<file path="config.mk">
export PLATFORM = sky130hd
export DESIGN_NAME = pix_pattern_controller
export DESIGN_NICKNAME = d
export VERILOG_FILES = /design/src/rtl/pix_pattern_controller.sv
export SDC_FILE = /design/constraint.sdc
export NUM_CORES = 1
export LEC_CHECK = 0
export CORE_ASPECT_RATIO = 0.5
export CORE_UTILIZATION = 40
export CTS_BUF_LIST = sky130_fd_sc_hd__clkbuf_16
export DETAILED_ROUTE_END_ITERATION = 12
export PLACE_DENSITY = 0.7
export SKIP_LAST_GASP = 1
export SYNTH_ARGS = -nofsm -noshare
export SYNTH_HDL_FRONTEND = slang
export SYNTH_SLANG_ARGS = --single-unit
export TNS_END_PERCENT = 10
</file>
<file path="constraint.sdc">
create_clock -name Clk -period 5.5 [get_ports Clk]
set_clock_uncertainty 0.05 [all_clocks]
set_input_delay 0.825 -clock Clk [delete_from_list [all_inputs] [get_ports Clk]]
set_output_delay 0.825 -clock Clk [all_outputs]
set_load 0.01 [all_outputs]
</file>
<file path="src/rtl/pix_pattern_controller.sv">
// Pixel output stage: turns source pixels plus timing counters into registered RGB drive,
// with pass-through, colour-bar, solid-colour and white-border modes switched only at frame start.
module pix_pattern_controller #(
  parameter int H_ACTIVE = 640,
  parameter int V_ACTIVE = 480,
  parameter int CNT_W    = 10,
  parameter int R_W      = 3,
  parameter int G_W      = 3,
  parameter int B_W      = 2,
  parameter int BORDER_W = 4
) (
  input  logic                     Clk,
  input  logic                     Rst_n,
  input  logic                     PixEn,
  input  logic [CNT_W-1:0]         Hcounter,
  input  logic [CNT_W-1:0]         Vcounter,
  input  logic [R_W+G_W+B_W-1:0]   PixData,
  input  logic [1:0]               Mode,
  input  logic [R_W+G_W+B_W-1:0]   SolidColor,
  output logic [R_W-1:0]           Red,
  output logic [G_W-1:0]           Green,
  output logic [B_W-1:0]           Blue,
  output logic                     Active,
  output logic                     FrameStart,
  output logic [1:0]               ModeCur
);

  localparam int PIX_W    = R_W + G_W + B_W;
  localparam int STRIPE_W = H_ACTIVE / 8;
  localparam int PC_W     = (STRIPE_W > 1) ? $clog2(STRIPE_W) : 1;

  localparam logic [CNT_W-1:0] LP_H_ACT = CNT_W'(H_ACTIVE);
  localparam logic [CNT_W-1:0] LP_V_ACT = CNT_W'(V_ACTIVE);
  localparam logic [CNT_W-1:0] LP_BW    = CNT_W'(BORDER_W);
  localparam logic [CNT_W-1:0] LP_H_BHI = CNT_W'(H_ACTIVE - BORDER_W);
  localparam logic [CNT_W-1:0] LP_V_BHI = CNT_W'(V_ACTIVE - BORDER_W);
  localparam logic [PC_W-1:0]  LP_PC_LAST = PC_W'(STRIPE_W - 1);

  // Bar colours as {R,G,B} on/off flags, left to right.
  function automatic logic [PIX_W-1:0] bar_color(input logic [2:0] idx);
    logic [2:0] m;
    case (idx)
      3'd0:    m = 3'b111;
      3'd1:    m = 3'b110;
      3'd2:    m = 3'b011;
      3'd3:    m = 3'b010;
      3'd4:    m = 3'b101;
      3'd5:    m = 3'b100;
      3'd6:    m = 3'b001;
      default: m = 3'b000;
    endcase
    return {{R_W{m[2]}}, {G_W{m[1]}}, {B_W{m[0]}}};
  endfunction

  logic [R_W-1:0]   r_red;
  logic [G_W-1:0]   r_green;
  logic [B_W-1:0]   r_blue;
  logic             r_active;
  logic             r_frame_start;
  logic [1:0]       r_mode;
  logic [PIX_W-1:0] r_solid;
  logic [PC_W-1:0]  r_pixcnt;
  logic [2:0]       r_stripe;

  logic             w_frame_start;
  logic             w_h_vis;
  logic             w_visible;
  logic             w_border;
  logic [1:0]       w_mode;
  logic [PIX_W-1:0] w_solid;
  logic [PC_W-1:0]  w_pixcnt_nxt;
  logic [2:0]       w_stripe_nxt;
  logic [PIX_W-1:0] w_pix;

  assign w_frame_start = PixEn && (Hcounter == '0) && (Vcounter == '0);
  assign w_h_vis       = Hcounter < LP_H_ACT;
  assign w_visible     = w_h_vis && (Vcounter < LP_V_ACT);
  assign w_border      = (Hcounter < LP_BW) || (Hcounter >= LP_H_BHI) ||
                         (Vcounter < LP_BW) || (Vcounter >= LP_V_BHI);

  // The frame-start pixel already uses the newly requested mode and colour.
  assign w_mode  = w_frame_start ? Mode : r_mode;
  assign w_solid = w_frame_start ? SolidColor : r_solid;

  // Counters hold the stripe position of the current pixel; the next value
  // is also the position used for colouring this pixel.
  always_comb begin
    w_pixcnt_nxt = r_pixcnt;
    w_stripe_nxt = r_stripe;
    if (Hcounter == '0) begin
      w_pixcnt_nxt = '0;
      w_stripe_nxt = '0;
    end else if (w_h_vis) begin
      if (r_pixcnt == LP_PC_LAST) begin
        w_pixcnt_nxt = '0;
        if (r_stripe != 3'd7) w_stripe_nxt = r_stripe + 3'd1;
      end else begin
        w_pixcnt_nxt = r_pixcnt + 1'b1;
      end
    end
  end

  always_comb begin
    w_pix = '0;
    if (w_visible) begin
      case (w_mode)
        2'd0:    w_pix = PixData;
        2'd1:    w_pix = bar_color(w_stripe_nxt);
        2'd2:    w_pix = w_solid;
        default: w_pix = w_border ? '1 : PixData;
      endcase
    end
  end

  always_ff @(posedge Clk or negedge Rst_n) begin
    if (!Rst_n) begin
      r_red         <= '0;
      r_green       <= '0;
      r_blue        <= '0;
      r_active      <= 1'b0;
      r_frame_start <= 1'b0;
      r_mode        <= 2'd0;
      r_solid       <= '0;
      r_pixcnt      <= '0;
      r_stripe      <= '0;
    end else begin
      r_frame_start <= w_frame_start;
      if (PixEn) begin
        r_red    <= w_pix[PIX_W-1 -: R_W];
        r_green  <= w_pix[B_W +: G_W];
        r_blue   <= w_pix[B_W-1:0];
        r_active <= w_visible;
        r_pixcnt <= w_pixcnt_nxt;
        r_stripe <= w_stripe_nxt;
        if (w_frame_start) begin
          r_mode  <= Mode;
          r_solid <= SolidColor;
        end
      end
    end
  end

  assign Red        = r_red;
  assign Green      = r_green;
  assign Blue       = r_blue;
  assign Active     = r_active;
  assign FrameStart = r_frame_start;
  assign ModeCur    = r_mode;

endmodule

</file>
Yosys cells after proc, flatten, opt, wreduce, memory -nomap -nowiden

Index checks and enable logic that the tools add are counted.

Register bits after elaboration: 30
Input bits: 41
Word-level logic and storage cells: 52

$add $sub $neg: 2
Order comparisons: 6
Equality and inequality tests: 10
Multiplexer cells: 13
Reduce and logical (&&, ||, !) cells: 12

Operator list:

| operator             | count |
|---|---|
| $mux 8               | 3 |
| $pmux 8 s3           | 1 |
| $mux 7               | 3 |
| $pmux 3 s7           | 1 |
| $logic_not 10->1     | 2 |
| $lt 10x3->1 const B  | 2 |
| $mux 3               | 4 |
| $ge 10x10->1 const B | 1 |
| $ge 10x9->1 const B  | 1 |
| $lt 10x10->1 const B | 1 |
| $lt 10x9->1 const B  | 1 |
| $eq 3x3->1 const B   | 3 |
| $add 7x1->7 const B  | 1 |
| $eq 7x7->1 const B   | 1 |
| $eq 3x2->1 const B   | 2 |
| $add 3x1->3 const B  | 1 |
| $eq 3x1->1 const B   | 1 |
| $logic_and 1x1->1    | 3 |
| $logic_not 3->1      | 1 |
| $logic_or 1x1->1     | 3 |
| $ne 3x3->1 const B   | 1 |
| $eq 2x1->1 const B   | 1 |
| $eq 2x2->1 const B   | 1 |
| $logic_not 2->1      | 1 |
| other kinds (3)      | 3 |

Depth between registers and ports, before layout

Depth after elaboration: 9
Mapped depth: 7
Depth with buffers taken out: 7

Worst setup path before layout

Ideal clock, no wire load.

Kind: input port to flip-flop
From: in Vcounter[8]
To: reg r_mode[1], in the netlist ModeCur[1]
Library setup time: 125 ps
Arrival: 2865 ps
Data required time: 5325 ps
Slack: 2460 ps
Stages on the path: 6
Buffers on the path: 2
Cells stage by stage: or4_1 or4_1 clkbuf_1 nor2_4 buf_4 mux2_2

Longest elaborated chain between the ends: 3

RTL lines:

| item                    | RTL line | source |
|---|---|---|
| start: declaration      | 16       | `input logic [CNT_W-1:0] Vcounter,` |
| $logic_not 10->1        | 75       | `assign w_frame_start = PixEn && (Hcounter == '0) && (Vcounter == '0);` |
| $logic_and 1x1->1       | 75       |  |
| named net w_frame_start | 65       | `logic w_frame_start;` |
| $mux 2                  | n/a      |  |
| end signal: assignment  | 136      | `r_mode <= Mode;` |
| end: declaration        | 60       | `logic [1:0] r_mode;` |

The timed path passes the listed nets, and every way through them passes these cells.
A chain may end at the register's enable or synchronous reset.

Worst setup path after layout

From: in Hcounter[9]
To: reg r_blue[0], in the netlist Blue[0]

Longest elaborated chain between the ends: 7
Elaborated cells on any way between the ends: 28
Those cells by class: order compare: 3; eq/ne: 8; mux: 8; reduce/logical: 9

RTL lines:

| item                                       | RTL line | source |
|---|---|---|
| start: declaration                         | 15       | `input logic [CNT_W-1:0] Hcounter,` |
| $lt 10x10->1, or another cell as far along | 76       | `assign w_h_vis = Hcounter < LP_H_ACT;` |
| $mux 3, or another cell as far along       | 93       | `end else if (w_h_vis) begin` |
| $mux 3, or another cell as far along       | 90       | `if (Hcounter == '0) begin` |
| $eq 3x3->1, or another cell as far along   | 42       | `case (idx)` |
| $pmux 3 s7, or another cell as far along   | 42       |  |
| $pmux 8 s3                                 | 106      | `case (w_mode)` |
| $mux 8 *                                   | 105      | `if (w_visible) begin` |
| end signal: assignment                     | 131      | `r_blue <= w_pix[B_W-1:0];` |
| end: declaration                           | 57       | `logic [B_W-1:0] r_blue;` |

Every way passes the cells marked *; elsewhere a longest branch is shown, timed or not.

==> summary.md <==
| Metric | Value |
|---|---|
| Dominant cell type by area after synthesis | `dfrtp_1` |
| P&R area growth vs syn | `41.47%` |
| Routed len/inst | `15.41 um` |
| Die width | `95.79 um` |
| Placed Area | `2323 um2` |
| I/O pins | `53` |
| Drt first pass iters | `4` |
| Final cell utilization of the core | `61.24%` |
| Post-Route WL | `4531 um` |
| GRT Resource Usage Total | `20.65%` |
| Post-route setup TNS | `0 ps` |
| Max-slew headroom | `45.59%` |
| Final Critical Period | `3486 ps` |
| Max Transition Viols Final | `0` |
| Number of global-route vias before repair | `1,586` |
| Reg area | `750.7 um2` |
| Area contributors post-synth | `dfrtp_1, nand2_1, mux2_2, o21ai_0, mux2i_1` |
| Gr ovfl total | `0` |
| H-tree levels | `2` |
| Largest net degree at the start of global routing | `31` |
| Post-synth top flop | `dfrtp_1` |
| Unrepaired setup endpoints after global routing | `false` |
| Post-synth EDFFs | `0` |
| Seq cells post-synth | `30` |
| CTS tree | `yes` |
| Synth Cell Area | `1759 um2` |
| Max clock buf depth | `2` |
| Cts bufs inserted | `5` |
| Fin. Hold Viols | `0` |
| Via count | `1,690` |
| Post-CTS setup buffer count | `0` |
| Arrival time worst endpoint | `3590 ps` |
| Crit path max fanout | `19` |
| ANT cells | `0` |
| First-pass GRT wire length | `7293 um` |
| Initial antenna violation count | `0` |
| Final Instance Area | `2489 um2` |
| Slew @ Worst Pin | `810.0 ps` |
| Worst-path clk slew | `50 ps` |
| Final WS setup | `2014 ps` |
| Max-Cap Viols | `0` |
| Latest clock arrival within the worst-skew pair | `280 ps` |
| Lkg Pwr | `0.0009960 uW` |
| Initial core utilization | `43.29%` |
| # setup viols final | `0` |
| WP data required | `5600 ps` |
| IO buf count | `52` |
| DRT antenna net count | `0` |
| Area of the multi-input gates | `962.2 um2` |
| Synth top cells by count | `nand2_1, dfrtp_1, o21ai_0` |
| Post-synthesis area per instance | `9.458 um2` |
| CORE AREA | `4064 um2` |
| YS warnings | `0` |
| Detailed placement HPWL | `3342 um` |
| Fill cells | `348` |
| Sequential area share after synthesis | `42.67%` |
| Max frequency | `286.9 MHz` |
| Final Cycle Share | `63.37%` |
| Pwr dens | `274.0 nW/um2` |
| Row count | `16` |
| Die area | `4683 um2` |
| Count leader, synth | `nand2_1` |
| WS Path Type | `in2reg` |
| Ys async rst share | `100.0%` |
| Syn Inst Count | `186` |
| Outcome | `finished clean` |
| Via density | `5.748` |
| Cts hold-fix bufs | `0` |
| Nets | `282` |
| Worst setup SP type | `primary input` |
| Syn_nets | `229` |
| Die height | `48.90 um` |
| Max rail drop VDD | `139.3 uV` |
| Final Wtd Congestion | `0.8248` |
| Critical Path End Type | `flip-flop` |
| Pre-CTS setup slack | `1756 ps` |
| Clk sink count | `30` |
| Layout cells sized above 1 | `10.00%` |
| Resize count post-CTS | `0` |
| # DRC | `0` |
| Min-delay worst type | `reg2reg` |
| Drt first-iter violations | `108` |
| Synth top area share | `42.67%` |
| Post-synth cell types | `40` |
| Root Buffer Master | `clkbuf_16` |
-- kinds of logic (layout without fill, tap and decap cells) --
logic type,after synthesis,after routing,synth area share [%]
compound gates,53,53,20.48
simple gates,71,71,21.34
mux,18,18,10.95
buf+inv,11,65,2.631
flops,30,30,42.67
fa+ha+maj,2,2,1.422
xor+xnor,1,1,0.4980
-- final cells by class --
cell class / instances / area share (%)
Multi-Input combinational cell: 145 / 38.66
Sequential cell: 30 / 30.17
Timing Repair Buffer: 53 / 21.22
Clock buffer: 5 / 5.028
Tap cell: 54 / 2.715
Clock inverter: 3 / 1.609
Inverter: 4 / 0.6033
-- per-stage QoR --
stage | power (uW) | instances | hold WS (ps)
global placement | 370.9 | 286 | 420.1
global route | 714.6 | 294 | 453.8
CTS | 687.6 | 294 | 430.3
detailed placement | 374.4 | 286 | 418.8
floorplan | 313.4 | 186 | 412.0
finish | 682.0 | 294 | 425.7
-- routing by layer --
metal  wire, um  vias up  global-route usage (%)  share of wire (%)
met4         53        0                   7.711                1.2
met2       2209       45                   33.69                 49
li1           -      808                       -                  -
met1       2084      830                   26.70                 46
met5          0        -                       0                  0
met3        184        7                   4.829                4.1
-- sequential cells by signal (all words and copies together), names as in the netlist --
signal,cells
r_stripe,3
Green,3
Active,1
r_solid,8
Red,3
FrameStart,1
Blue,2
ModeCur,2
r_pixcnt,7
-- critical path: stages --
cell	delay, ps
clkdlybuf4s50_1	440
or4_4	540
or4_1	670
nor2_4	550
o31ai_4	170
a211oi_1	280
o2bb2ai_1	110
-- cells in the final DEF (no fill, tap or decap), drive strengths merged, types with 4 or more instances in the layout --
cell type,n
nand2,31
mux2i,8
a211oi,9
a21oi,4
clkdlybuf4s50,52
inv,4
o2bb2ai,8
mux2,10
nand3,6
o21ai,21
dfrtp,30
or4,7
clkbuf,5
nor2,7
nor3,4
-- where the power goes --
part / switching, uW / internal, uW
Sequential: 21.7 / 244
Combinational: 44.7 / 59.8
Clock: 99.9 / 212
Total: 166 / 516
-- path summary, 6_finish.rpt --
check                            start     endpoint  slack [ps]  cells past startpoint
min                             Active       Active         430                      1
max reg2reg                r_pixcnt[0]       Red[1]        3320                      7
min reg2reg                     Active       Active         430                      1
max                        Hcounter[9]      Blue[0]        2010                      7
min in group asynchronous        Rst_n     Green[0]         890                      2
max in group asynchronous        Rst_n  r_pixcnt[0]        4220                      2
No activity file was read; power rests on OpenSTA's default activity.
==> variant, RTL diff (same settings) <==
Register the output `ModeCur` once more, cleared by the reset; this adds one clock of latency there. The other outputs are not delayed to match.
--- a/src/rtl/pix_pattern_controller.sv
+++ b/src/rtl/pix_pattern_controller.sv
@@ -147,3 +147,9 @@
   assign FrameStart = r_frame_start;
-  assign ModeCur    = r_mode;
+  always_ff @(posedge Clk or negedge Rst_n) begin
+    if (!Rst_n) begin
+      ModeCur <= '0;
+    end else begin
+      ModeCur <= r_mode;
+    end
+  end
 
Behaviour: not the same (Yosys sat finds a counterexample within 4 cycles, from zero or initial values and one cycle with Rst_n low).
==> variant against the original RTL <==
Routed wire length increased by 4.9%. Design area increased by 2.0%. Setup slack improved by 530 ps. Synthesized area increased by 2.3%. Total power increased by 1.8%. Critical path depth unchanged. Sequential share of layout area increased by 1.4 points. Clock power about the same. Sequential cell count increased by 2. Critical path type unchanged. Critical endpoint unchanged.
==> variant: results (changes against the original RTL) <==
drt drc: 0 (unchanged)
initial antenna violation count: 0 (unchanged)
Post-synth top cells: dfrtp_1 (32), nand2_1 (22), o21ai_0 (17), nor2_1 (13), nand3_1 (7)
n_diodes: 0 (unchanged)
Syn Inst Count: 183 (-1.6%)
root buffer cell: clkbuf_16
Seq/Total Area, Yosys: 44.5% (+1.8 points)
status: completed
R2R setup slack: 3250 ps (-70 ps)
distinct cell type count after synthesis: 48 (+20%)
post_cts resized: 0 (unchanged)
initial DRC count: 65 (-40%)
largest net degree at the start of global routing: 33 (+6.5%)
TritonCTS Buffers: 5 (unchanged)
Hold Crit Class: reg -> reg
Clk Latency, worst-skew pair: 280 ps (about the same)
total track usage: 21.3% (+0.62 points)
synth top area cells: dfrtp_1 (44%), o21ai_0 (4.7%), nand2_1 (4.6%), mux2_2 (3.8%), nor2_1 (2.7%)
CTS max path bufs: 2 (unchanged)
Initial DRT Pass Iterations: 5 (+1)
P_int: 0.000527 W (+2.2%)
Layout Nets: 281 (-0.35%)
CP peak stage delay: 460 ps (-210 ps)
fin cells: 293 (-0.34%)
CP Max Fanout: 14 (-5)
leakage: 1.08 nW (+8.1%)
Max IR drop VDD: 0.122 mV (-12%)
Mapped Nets: 226 (-1.3%)
Warnings, synthesis: 0 (unchanged)
first-pass GRT wire length: 7910 um (+8.5%)
Clk pin slew, worst setup/hold paths: 60 ps
HPWL after detailed placement: 3560 um (+6.6%)
Final Wtd Congestion: 0.823 (-0.22%)
layout cells sized above 1: 10.9% (+0.88 points)
# fillers: 325 (-6.6%)
most frequent cell after synthesis: dfrtp_1
number of setup buffers added after CTS: 0 (unchanged)
Least-Margin Pin Slew: 549 ps (-261 ps)
Async SR Flop Fraction: 100% (unchanged)
vias in the first global route: 1668 (+5.2%)
slowest CP cell: clkdlybuf4s50_1
post-DR wirelength/cell: 16.2 um (+5.3%)
Port Buf Inserts: 52 (unchanged)
H-tree depth: 2 (unchanged)
WP data arrival: 3070 ps (-520 ps)
biggest regs: r_solid: 8 flops, r_pixcnt: 7 flops
via count: 1635 (-3.3%)
Routed Antenna Nets: 0 (unchanged)
-- variant: per-layer routing --
metal	GRT usage, %	wire [um]
met2	34.6	2200
met1	28.6	2330
met3	4.58	199
met5	0	0
met4	6.47	32
-- variant: final cells by class --
type	count	share of cell area, %
Inverter	6	0.887
Clock inverter	3	1.48
Clock buffer	5	4.93
Sequential cell	32	31.5
Multi-Input combinational cell	140	37.7
Tap cell	54	2.66
Timing Repair Buffer	53	20.8
-- variant: final timing paths --
check | start | to | depth (start not counted)
setup / recovery | Hcounter[6] | Blue[0] | 7
hold / removal | r_solid[5] | r_solid[5] | 2
setup reg to reg | r_pixcnt[0] | Red[0] | 7
hold reg to reg | r_solid[5] | r_solid[5] | 2
max in group asynchronous | Rst_n | r_pixcnt[0] | 2
min in group asynchronous | Rst_n | Blue[0] | 2
-- variant: metrics by stage --
stage / util [%] / hold WS (ps) / worst slack (ps) / cell area [um^2]
after global routing: 61.9 / 442 / 2330 / 2540
after detailed placement: 57.9 / 398 / 2250 / 2380
after CTS: 61.9 / 410 / 2540 / 2540
final: 61.9 / 411 / 2540 / 2540
after global placement: 57.9 / 392 / 2260 / 2380
after floorplan: - / 302 / 2970 / 1800
-- variant: kinds of logic (layout without fill, tap and decap cells) --
| logic type | after synthesis | after routing | synth area share (%) |
|---|---|---|---|
| compound gates | 47 | 47 | 18.7 |
| xor+xnor | 4 | 4 | 1.95 |
| fa+ha+maj | 2 | 2 | 1.39 |
| buf+inv | 11 | 67 | 2.36 |
| flops | 32 | 32 | 44.5 |
| mux | 9 | 9 | 5.70 |
| simple gates | 78 | 78 | 25.4 |
-- variant: power groups by stage --
stage	clock network (W)	registers, W	logic [W]
4_1_cts	0.000311	0.000281	0.000104
3_5_place_dp	0	0.000284	0.000103
3_3_place_gp	0	0.000284	0.000101
2_1_floorplan	0	0.000280	0.0000433
6_report	0.000310	0.000281	0.000104
5_1_grt	0.000326	0.000284	0.000115
-- variant: critical path, delay by kind of cell --
family          cells  cell delay (ps)
buf+inv             1              460
simple gates        3              800
mux                 1              380
compound gates      2              600
